--- src/rtl/inta_sequencer.sv ---
`timescale 1ns/1ps
// Generates the two-pulse INTA handshake to an 8259-style PIC and captures the vector on the second pulse.
// Latency: INTA falls 1 cycle after intr&int_enable; vector_valid rises 2*PULSE+GAP cycles after that.
// Backpressure: vector_valid holds the vector until vector_ready; RECOVER then blocks retrigger for GAP cycles.
module inta_sequencer #(
  parameter int PULSE_CYCLES = 2,
  parameter int GAP_CYCLES   = 2
) (
  input  logic       clk,
  input  logic       reset,
  input  logic       intr,
  input  logic       int_enable,
  input  logic [7:0] data_in,
  input  logic       data_oe,
  input  logic       vector_ready,
  output logic       int_ack,
  output logic [7:0] vector,
  output logic       vector_valid,
  output logic       spurious,
  output logic       busy,
  output logic [7:0] spurious_count
);

  typedef enum logic [2:0] {IDLE, ACK1, GAP, ACK2, HOLD, RECOVER} state_t;

  localparam logic [3:0] PULSE_LOAD = 4'(PULSE_CYCLES - 1);
  localparam logic [3:0] GAP_LOAD   = 4'(GAP_CYCLES - 1);

  state_t     state, state_nxt;
  logic [3:0] cnt, cnt_nxt;
  logic       capture;

  always_comb begin
    state_nxt = state;
    cnt_nxt   = cnt;
    capture   = 1'b0;
    case (state)
      IDLE: begin
        if (intr && int_enable) begin
          state_nxt = ACK1;
          cnt_nxt   = PULSE_LOAD;
        end
      end
      ACK1: begin
        if (cnt == 4'd0) begin
          state_nxt = GAP;
          cnt_nxt   = GAP_LOAD;
        end else begin
          cnt_nxt = cnt - 4'd1;
        end
      end
      GAP: begin
        if (cnt == 4'd0) begin
          state_nxt = ACK2;
          cnt_nxt   = PULSE_LOAD;
        end else begin
          cnt_nxt = cnt - 4'd1;
        end
      end
      ACK2: begin
        // The PIC only drives the vector late in the second pulse, so sample on its final cycle.
        if (cnt == 4'd0) begin
          state_nxt = HOLD;
          capture   = 1'b1;
        end else begin
          cnt_nxt = cnt - 4'd1;
        end
      end
      HOLD: begin
        if (vector_ready) begin
          state_nxt = RECOVER;
          cnt_nxt   = GAP_LOAD;
        end
      end
      RECOVER: begin
        if (cnt == 4'd0) begin
          state_nxt = IDLE;
        end else begin
          cnt_nxt = cnt - 4'd1;
        end
      end
      default: begin
        state_nxt = IDLE;
        cnt_nxt   = 4'd0;
      end
    endcase
  end

  always_ff @(posedge clk) begin
    if (reset) begin
      state          <= IDLE;
      cnt            <= 4'd0;
      int_ack        <= 1'b1;
      vector         <= 8'h00;
      spurious       <= 1'b0;
      spurious_count <= 8'h00;
    end else begin
      state   <= state_nxt;
      cnt     <= cnt_nxt;
      // Registered from the next state so the strobe is a clean flop output.
      int_ack <= !((state_nxt == ACK1) || (state_nxt == ACK2));
      if (capture) begin
        if (data_oe) begin
          vector   <= data_in;
          spurious <= 1'b0;
        end else begin
          vector   <= 8'hFF;
          spurious <= 1'b1;
          if (spurious_count != 8'hFF) begin
            spurious_count <= spurious_count + 8'd1;
          end
        end
      end
    end
  end

  assign vector_valid = (state == HOLD);
  assign busy         = (state != IDLE);

endmodule

--- config.mk ---
export PLATFORM = sky130hd
export DESIGN_NAME = inta_sequencer
export DESIGN_NICKNAME = d
export VERILOG_FILES = /design/src/rtl/inta_sequencer.sv
export SDC_FILE = /design/constraint.sdc
export NUM_CORES = 1
export LEC_CHECK = 0
export ABC_AREA = 1
export CORE_MARGIN = 5
export CORE_UTILIZATION = 47
export DETAILED_ROUTE_END_ITERATION = 7
export PLACE_DENSITY_LB_ADDON = 0.3
export SLEW_MARGIN = 20
export SYNTH_ARGS = -nofsm -noshare
export SYNTH_HDL_FRONTEND = slang
export SYNTH_SLANG_ARGS = --single-unit
--- constraint.sdc ---
create_clock -name clk -period 1.75 [get_ports clk]
set_input_delay 0.35 -clock clk [delete_from_list [all_inputs] [get_ports clk]]
set_output_delay 0.35 -clock clk [all_outputs]
set_load 0.01 [all_outputs]
==> flow_summary.ini, run 1 <==
[synthesis]
synth_compound_area_frac = 0.140
synth_xor_area_frac = 0.0338
synth_top_cell_area_share = 0.387
synth-seq-cells = 25
synth_cells = 191
ys_seq_area_frac = 0.387
yosysWarningCount = 0
synth_area_per_cell_sq_um = 6.77
synth_fp_nets = 208
yosysTopAreaCell = dfxtp_1
synth_area_sq_um = 1290
synthTopCellsByArea = dfxtp_1 39%, nand2_1 17%, a21oi_1 7.7%
synth_cell_types = 23
synth-simple-area-share = 0.326
synthAdderAreaFrac = 0.0290
synthMuxAreaShare = 0
synth_top_family_by_area = simple AND/OR/NAND/NOR gates

[cts]
cts_max_level = 1
cts_tree = yes
clock_latency_ns = 0.32
cts_setup_buffers = 0
cts_buffers = 3
root_buffer = clkbuf_4
clkTransAtPathRegs_ns = 0.15
cts_max_path_buffers = 2
clock-sinks = 25

[detailed_routing]
drtAntennaViolNets = 0
wl_per_cell_microns = 11.0
vias = 1289
drt_iter0_drc = 25
drc = 0
via_per_inst = 4.88
wl_microns = 2890
first_pass_iters = 4

[setup_path]
cp_max_fo = 5
crit_start = spurious_count[5]$_SDFFE_PP0P_
end_kind = output pin
cpLargestDelayFamily = buffers and inverters
critPathBufInv = 1
criticalPathCategory = flop to output pin
timing.rr.start = cnt[0]$_SDFFE_PP0P_
critical_path.max_stage_delay_ns = 0.57
critPathSlowestCell = clkdlybuf4s50_1
crit_required_ns = 1.40
crit_path_start_kind = flop
cp_cell_sequence = clkdlybuf4s50_1
critPathArrivalTime_ns = 1.33

[floorplan]
dieHeight_microns = 62.5
pin_count = 34
core_sq_um = 2690
dieArea_sq_um = 3900
initial_core_util = 0.482
die_w_microns = 62.5
num_rows = 19

[layout]
fin_util = 0.647
design_area_sq_um = 1740
nFillCells = 247
num_antenna_cells = 0
mostFrequentLayoutCell = nand2_1
multiInputGateArea_sq_um = 689
mostFrequentLayoutCells = 60 x nand2_1, 31 x clkdlybuf4s50_1, 23 x dfxtp_1, 22 x inv_1, 20 x a21oi_1
final_nets = 251
area_growth_pct = 34.4
drive_above_1_share = 0.103
regArea_sq_um = 503

[placed_design]
gp_congestion = 0.895
portBuffers = 33
hpwl_microns = 2260
place_area_sq_um = 1700
dpl_worst_slack_ns = 0.157

[power_and_ir_drop]
peakVddDrop_mv = 0.579
p_leak_nw = 0.762
seqPwrFrac = 0.521
p_switching_w = 0.000358
switching_share = 0.307
p_per_area_nw_per_um2 = 670
comb_power_share = 0.250
power_w = 0.00116
intPower_w = 0.000807
clkPwrFrac = 0.230

[timing]
worstMarginPinSlew_ns = 0.313
finalSetupViolCount = 0
timing.final.crit_period_ns = 1.68
fin_ws_ns = 0.0694
hold_violations = 0
max_freq_mhz = 595
rsz0062_at_grt = false
finalClockSkew_ns = 0.0113
maxSlewHeadroom = 0.791
period_share = 0.960
setup_tns_ns = 0
drv_slew = 0

[global_routing]
grt_max_degree = 16
grt_pass1_wl_microns = 5240
grt_pass1_vias = 1243
grt-ovfl-total = 0
antenna_found_initial = 0
grt_util_all_layers = 0.157

[status]
status = finished clean

[hold_path]
hold_path_startpoint = vector[4]$_SDFFE_PP0P_
hp-class = flop to flop

[flow_run]
cap_violations = 0
## cells in the mapped netlist
cell type  count
a21oi_1       20
a31oi_1        1
buf_6          1
clkbuf_1       2
dfxtp_1       25
ha_1           3
inv_1         22
inv_2          2
nand2_1       60
nand3_1       12
nand3_2        2
nand3_4        1
nand3b_1       1
nand4_1        2
nor2_1        15
nor2_2         1
nor2_4         1
nor3_1         1
o21ai_0       12
o21ai_2        1
o22ai_1        1
xnor2_1        1
xor2_1         4
## path summary, 6_finish.rpt
kind | end | slack, ns | depth (start not counted)
worst max-delay path | spurious_count[5] | 0.07 | 1
worst max register to register | spurious_count[0]$_SDFFE_PP0P_ | 0.22 | 8
worst min-delay path | vector[4]$_SDFFE_PP0P_ | 0.47 | 2
worst min register to register | vector[4]$_SDFFE_PP0P_ | 0.47 | 2
## sequential cells by signal, summed over array words and instances (netlist names)
signal	flops
state	3
int_ack	1
vector	8
cnt	4
spurious_count	8
spurious	1
## power groups by stage
| stage | sequential (W) | combinational, W | clock [W] |
|---|---|---|---|
| 2_1_floorplan | 0.000620 | 0.000170 | 0 |
| 3_3_place_gp | 0.000616 | 0.000288 | 0 |
| 3_5_place_dp | 0.000617 | 0.000290 | 0 |
| 4_1_cts | 0.000605 | 0.000288 | 0.000278 |
| 5_1_grt | 0.000609 | 0.000332 | 0.000306 |
| 6_report | 0.000606 | 0.000291 | 0.000268 |
## kinds of logic after synthesis
group | count (synthesis)
XOR/XNOR | 5
AND/OR/NAND/NOR | 96
flip-flops | 25
AO/OA/AOI/OAI | 35
buffers and inverters | 27
adder cells (fa/ha/maj) | 3
## final cells by class
| type | count | area share |
|---|---|---|
| Clock inverter | 1 | 0.00432 |
| Multi-Input combinational cell | 139 | 0.396 |
| Tap cell | 31 | 0.0223 |
| Clock buffer | 3 | 0.0129 |
| Sequential cell | 25 | 0.289 |
| Inverter | 24 | 0.0518 |
| Timing Repair Buffer | 41 | 0.223 |
## metal layers
| metal | vias to the layer above | GRT usage | wire, microns |
|---|---|---|---|
| met5 | - | 0 | 0 |
| met4 | 0 | 0.0398 | 19 |
| met3 | 2 | 0.0414 | 192 |
| met2 | 32 | 0.266 | 1330 |
| met1 | 566 | 0.197 | 1350 |
| li1 | 689 | - | - |
## what timing repair did
item	CTS	global route
gates resized for setup	3	3
hold buffers	0	0
setup endpoints to repair	2	3
## per-stage QoR
step | hold slack [ns] | cells
detailed placement | 0.453 | 260
floorplan | 0.419 | 191
global placement | 0.447 | 260
finish | 0.470 | 264
CTS | 0.474 | 264
global route | 0.500 | 264
(Power assumes the default switching activity.)
==> inputs of run 2 (changes only) <==
HOLD_SLACK_MARGIN = 0.15   (was not set)
==> results of run 2 <==
No change in the layout: final DEF, timing and power equal those of run 1.
